[src/rtl/usr_pkg.sv]
// Shared definitions for the universal shift register: op codes, burst state, op classification.
package usr_pkg;

  localparam int unsigned MODE_W = 3;

  typedef logic [MODE_W-1:0] mode_t;

  localparam mode_t MODE_HOLD = 3'b000;
  localparam mode_t MODE_LOAD = 3'b001;
  localparam mode_t MODE_SHR  = 3'b010;
  localparam mode_t MODE_SHL  = 3'b011;
  localparam mode_t MODE_ROR  = 3'b100;
  localparam mode_t MODE_ROL  = 3'b101;
  localparam mode_t MODE_ASR  = 3'b110;
  localparam mode_t MODE_CLR  = 3'b111;

  typedef enum logic {
    IDLE = 1'b0,
    RUN  = 1'b1
  } state_e;

  // Only shift/rotate ops can be repeated as a burst.
  function automatic logic is_burst_op(input mode_t m);
    return (m >= MODE_SHR) && (m <= MODE_ASR);
  endfunction

endpackage

[src/rtl/usr_shift_op.sv]
// Combinational next-value generator for one step of any register op.
module usr_shift_op
  import usr_pkg::*;
#(
  parameter int unsigned WIDTH = 8
) (
  input  mode_t            op,
  input  logic [WIDTH-1:0] q,
  input  logic [WIDTH-1:0] d,
  input  logic             ser_in_l,
  input  logic             ser_in_r,
  output logic [WIDTH-1:0] q_nxt_c
);

  always_comb begin
    q_nxt_c = q;
    case (op)
      MODE_HOLD: q_nxt_c = q;
      MODE_LOAD: q_nxt_c = d;
      MODE_SHR:  q_nxt_c = {ser_in_l, q[WIDTH-1:1]};
      MODE_SHL:  q_nxt_c = {q[WIDTH-2:0], ser_in_r};
      MODE_ROR:  q_nxt_c = {q[0], q[WIDTH-1:1]};
      MODE_ROL:  q_nxt_c = {q[WIDTH-2:0], q[WIDTH-1]};
      MODE_ASR:  q_nxt_c = {q[WIDTH-1], q[WIDTH-1:1]};
      MODE_CLR:  q_nxt_c = '0;
      default:   q_nxt_c = q;
    endcase
  end

endmodule

[src/rtl/univ_shift_reg.sv]
// Universal shift register with single-step ops and a counted burst engine (Busy/Done handshake).
module univ_shift_reg
  import usr_pkg::*;
#(
  parameter int unsigned     WIDTH     = 8,
  parameter int unsigned     CNT_W     = 4,
  parameter logic [WIDTH-1:0] RESET_VAL = '0
) (
  input  logic             Clk,
  input  logic             Reset,
  input  logic             En,
  input  logic [2:0]       Mode,
  input  logic [WIDTH-1:0] D,
  input  logic             SerInL,
  input  logic             SerInR,
  input  logic             Start,
  input  logic [CNT_W-1:0] Count,
  output logic [WIDTH-1:0] Q,
  output logic             SerOutL,
  output logic             SerOutR,
  output logic             Busy,
  output logic             Done
);

  state_e           state_q, state_d;
  logic [WIDTH-1:0] q_q, q_d;
  logic [CNT_W-1:0] cnt_q, cnt_d;
  mode_t            op_q, op_d;
  logic             busy_q, busy_d;
  logic             done_q, done_d;

  mode_t            op_sel;
  logic [WIDTH-1:0] shift_q_c;
  logic             burst_req;

  // During a burst the latched op drives the datapath; otherwise the live Mode does.
  assign op_sel    = (state_q == RUN) ? op_q : mode_t'(Mode);
  assign burst_req = Start && is_burst_op(mode_t'(Mode));

  usr_shift_op #(
    .WIDTH(WIDTH)
  ) u_shift_op (
    .op      (op_sel),
    .q       (q_q),
    .d       (D),
    .ser_in_l(SerInL),
    .ser_in_r(SerInR),
    .q_nxt_c (shift_q_c)
  );

  always_ff @(posedge Clk or posedge Reset) begin
    if (Reset) begin
      state_q <= IDLE;
      q_q     <= RESET_VAL;
      cnt_q   <= '0;
      op_q    <= MODE_HOLD;
      busy_q  <= 1'b0;
      done_q  <= 1'b0;
    end else begin
      state_q <= state_d;
      q_q     <= q_d;
      cnt_q   <= cnt_d;
      op_q    <= op_d;
      busy_q  <= busy_d;
      done_q  <= done_d;
    end
  end

  always_comb begin
    state_d = state_q;
    case (state_q)
      IDLE:    if (burst_req && (Count != '0)) state_d = RUN;
      RUN:     if (En && (cnt_q <= CNT_W'(1))) state_d = IDLE;
      default: state_d = IDLE;
    endcase
  end

  always_comb begin
    q_d    = q_q;
    cnt_d  = cnt_q;
    op_d   = op_q;
    busy_d = busy_q;
    done_d = 1'b0;
    case (state_q)
      IDLE: begin
        if (burst_req) begin
          op_d   = mode_t'(Mode);
          cnt_d  = Count;
          busy_d = (Count != '0);
          done_d = (Count == '0);
        end else if (En) begin
          q_d = shift_q_c;
        end
      end
      RUN: begin
        if (En) begin
          q_d = shift_q_c;
          if (cnt_q != '0) cnt_d = cnt_q - CNT_W'(1);
          if (cnt_q <= CNT_W'(1)) begin
            busy_d = 1'b0;
            done_d = 1'b1;
          end
        end
      end
      default: begin
        busy_d = 1'b0;
      end
    endcase
  end

  assign Q       = q_q;
  assign SerOutL = q_q[WIDTH-1];
  assign SerOutR = q_q[0];
  assign Busy    = busy_q;
  assign Done    = done_q;

endmodule

[config.mk]
export PLATFORM = sky130hd
export DESIGN_NAME = univ_shift_reg
export DESIGN_NICKNAME = d
export VERILOG_FILES = /design/src/rtl/usr_pkg.sv /design/src/rtl/usr_shift_op.sv /design/src/rtl/univ_shift_reg.sv
export SDC_FILE = /design/constraint.sdc
export NUM_CORES = 1
export LEC_CHECK = 0
export ABC_AREA = 0
export CORE_UTILIZATION = 30
export CTS_BUF_LIST = sky130_fd_sc_hd__clkbuf_8 sky130_fd_sc_hd__clkbuf_16
export CTS_CLUSTER_DIAMETER = 40
export DETAILED_ROUTE_END_ITERATION = 10
export PLACE_DENSITY = 0.56
export SKIP_LAST_GASP = 1
export SLEW_MARGIN = 10
export SYNTH_ARGS = -nofsm -noshare
export SYNTH_HDL_FRONTEND = slang
export SYNTH_SLANG_ARGS = --single-unit
[constraint.sdc]
create_clock -name Clk -period 4.71 [get_ports Clk]
set_clock_uncertainty 0.15 [all_clocks]
set_input_delay 0.471 -clock Clk [delete_from_list [all_inputs] [get_ports Clk]]
set_output_delay 0.471 -clock Clk [all_outputs]
set_load 0.005 [all_outputs]
==> impl_metrics.yaml <==
timing:
  setup_ws_ps: 2040
  rsz0062_at_grt: "no"
  setup_viol: 0
  worst_pin_slew_ps: 754
  finalCriticalPeriod_ps: 2670
  slew_violations: 0
  maxSlewHeadroom_pct: 49.8
  fmaxAchievable_mhz: 374
  finalCritPeriodShare_pct: 56.8
  tns_ps: 0
  hold_viol_final: 0
routing:
  drtIter0Drc: 71
  ant_nets: 0
  first_pass_iters: 4
  via_count: 1086
  drc: 0
  wl_per_cell_um: 13.7
  routed_wl_um: 2800
  vias_per_cell: 5.30
worst_setup_path:
  worstPathMaxFanout: 17
  end_kind: "register"
  cp_cell_sequence: "clkdlybuf4s50_1, nor3_1, a21oi_2, o211ai_2, a311oi_1, a21o_1"
  critPathMaxStageDelay_ps: 730
  crit_slowest_cell: "clkdlybuf4s50_1"
  crit_required_ps: 4750
  path_buf_inv: 1
  rrSetupSlack_ps: 2180
  critPathArrivalTime_ps: 2710
  startpoint_type: "primary input"
  crit_family: "compound AO/OA/AOI/OAI gates"
  critPathKind: "primary input to register"
die:
  die-area_um2: 4270
  die_w_um: 65.3
  core_area_um2: 3740
  dieHeight_um: 65.3
  rows: 22
  io-pin-count: 33
  start_util_pct: 32.1
run_status:
  status: "finished, final reports clean"
clock_tree:
  post_cts.repair.setup_buffers: 0
  clk_latency_ps: 250
  clock-sinks: 18
  cts_inserted_buffers: 3
  postCtsResizedCells: 0
  cts_tree: "yes"
  htreeDepth: 1
  cts_buffer_depth: 2
  clk_pin_slew_ps: 70
  clockRootBuffer: "clkbuf_8"
  cts_hold_buffers: 0
logic_synthesis:
  ys_ff_latch: 18
  syn_area_um2: 1200
  syn_inst: 130
  synthArstFlopShare_pct: 100
  syn_nets: 153
  synth_seq_area_share_pct: 37.5
  synth_edf_count: 0
  synthDistinctLibCells: 43
  syn_avg_cell_area_um2: 9.25
  synth_warnings: 0
  synthFlopType: "dfrtp_1"
placed_design:
  dp_hpwl_um: 2100
  dp_slack_ps: 1790
  gp_congestion: 0.791
  portBuffers: 32
grt:
  grt_max_degree: 19
  grt_pass1_wl_um: 4870
  grt_pass1_vias: 1045
  overflow: 0
  antenna_found_initial: 0
  grt_util_all_layers_pct: 14.6
final_layout:
  syn2layout_area_growth_pct: 29.0
  drive_above_1_share_pct: 10.2
  nets: 182
  diodes: 0
power_and_ir_drop:
  power_density_nw_per_um2: 617
  p_leak_nw: 0.651
  ir_drop_uv: 189
min_path:
  hp-class: "register to register"
job:
  maxCapViolations: 0
worst register-to-register path: cells and delay by family, from the launching register on:
family / cells / cell delay [ps]
AO/OA/AOI/OAI: 4 / 1400
flip-flops: 1 / 790
AND/OR/NAND/NOR: 1 / 140
cells in the mapped netlist (2+ instances only):
master / count / area [µm²]
dfrtp_1: 18 / 450
nor2_1: 12 / 45.0
nand2_1: 11 / 41.3
nand3_1: 9 / 45.0
a21o_1: 8 / 60.1
a311oi_1: 6 / 52.6
inv_1: 6 / 22.5
a21oi_1: 5 / 25.0
o21ai_0: 5 / 25.0
buf_6: 4 / 45.0
buf_4: 3 / 22.5
nor3_1: 3 / 15.0
o211ai_1: 3 / 22.5
o211ai_2: 3 / 37.5
o21ai_1: 3 / 15.0
ha_1: 2 / 25.0
mux2i_1: 2 / 20.0
o22ai_1: 2 / 12.5
cell usage in the layout (no fill, tap or decap), drive strengths merged, types with 7 or more instances in the layout:
| cell | n |
|---|---|
| clkdlybuf4s50 | 32 |
| dfrtp | 18 |
| nor2 | 12 |
| nand2 | 11 |
| nand3 | 9 |
| o21ai | 9 |
| a21o | 8 |
| inv | 7 |
worst paths after layout:
check	start	end	cells after the start
worst max-delay path	Mode[2]	Q[2]	6
worst min-delay path	Busy	Busy	1
worst max register to register	state_q	Q[2]	5
worst min register to register	Busy	Busy	1
max in group asynchronous	Reset	Q[4]	2
min in group asynchronous	Reset	Q[0]	2
sequential cells by signal (all words and copies together) (netlist names):
name     count
op_q         3
Done         1
cnt_q        4
Q            8
state_q      1
Busy         1
per-layer routing:
metal  wire length (µm)  track usage, %
met3                130            2.60
met5                  0               0
met2               1290            23.8
met4                 13            4.89
met1               1370            19.2
stage by stage:
stage	power, mW	utilization [%]	area (µm²)	hold slack [ps]	std cells
after floorplan	0.699	-	1200	260	130
after global placement	0.847	40.3	1510	351	202
after detailed placement	0.858	40.3	1510	347	202
after CTS	0.967	41.4	1550	362	205
after global routing	1.05	41.4	1550	377	205
final	0.957	41.4	1550	360	205
area by class of cell:
| type | instances | area (µm²) |
|---|---|---|
| Multi-Input combinational cell | 97 | 653 |
| Inverter | 7 | 26.3 |
| Sequential cell | 18 | 450 |
| Tap cell | 48 | 60.1 |
| Fill cell | 389 | 2190 |
| Timing Repair Buffer | 32 | 320 |
| Clock buffer | 3 | 41.3 |
logic make-up after synthesis:
kind of cell	after synthesis	share of synthesized area [%]
compound gates	47	30.5
simple gates	42	16.3
flops	18	37.5
buf+inv	15	8.22
mux	5	4.68
fa+ha+maj	2	2.08
xor+xnor	1	0.729
power by group:
| part | total [mW] | internal, mW | switching (mW) |
|---|---|---|---|
| sequential | 0.330 | 0.230 | 0.100 |
| clock | 0.106 | 0.0568 | 0.0496 |
| combinational | 0.520 | 0.274 | 0.246 |
Power figures use the tool's default switching activity.
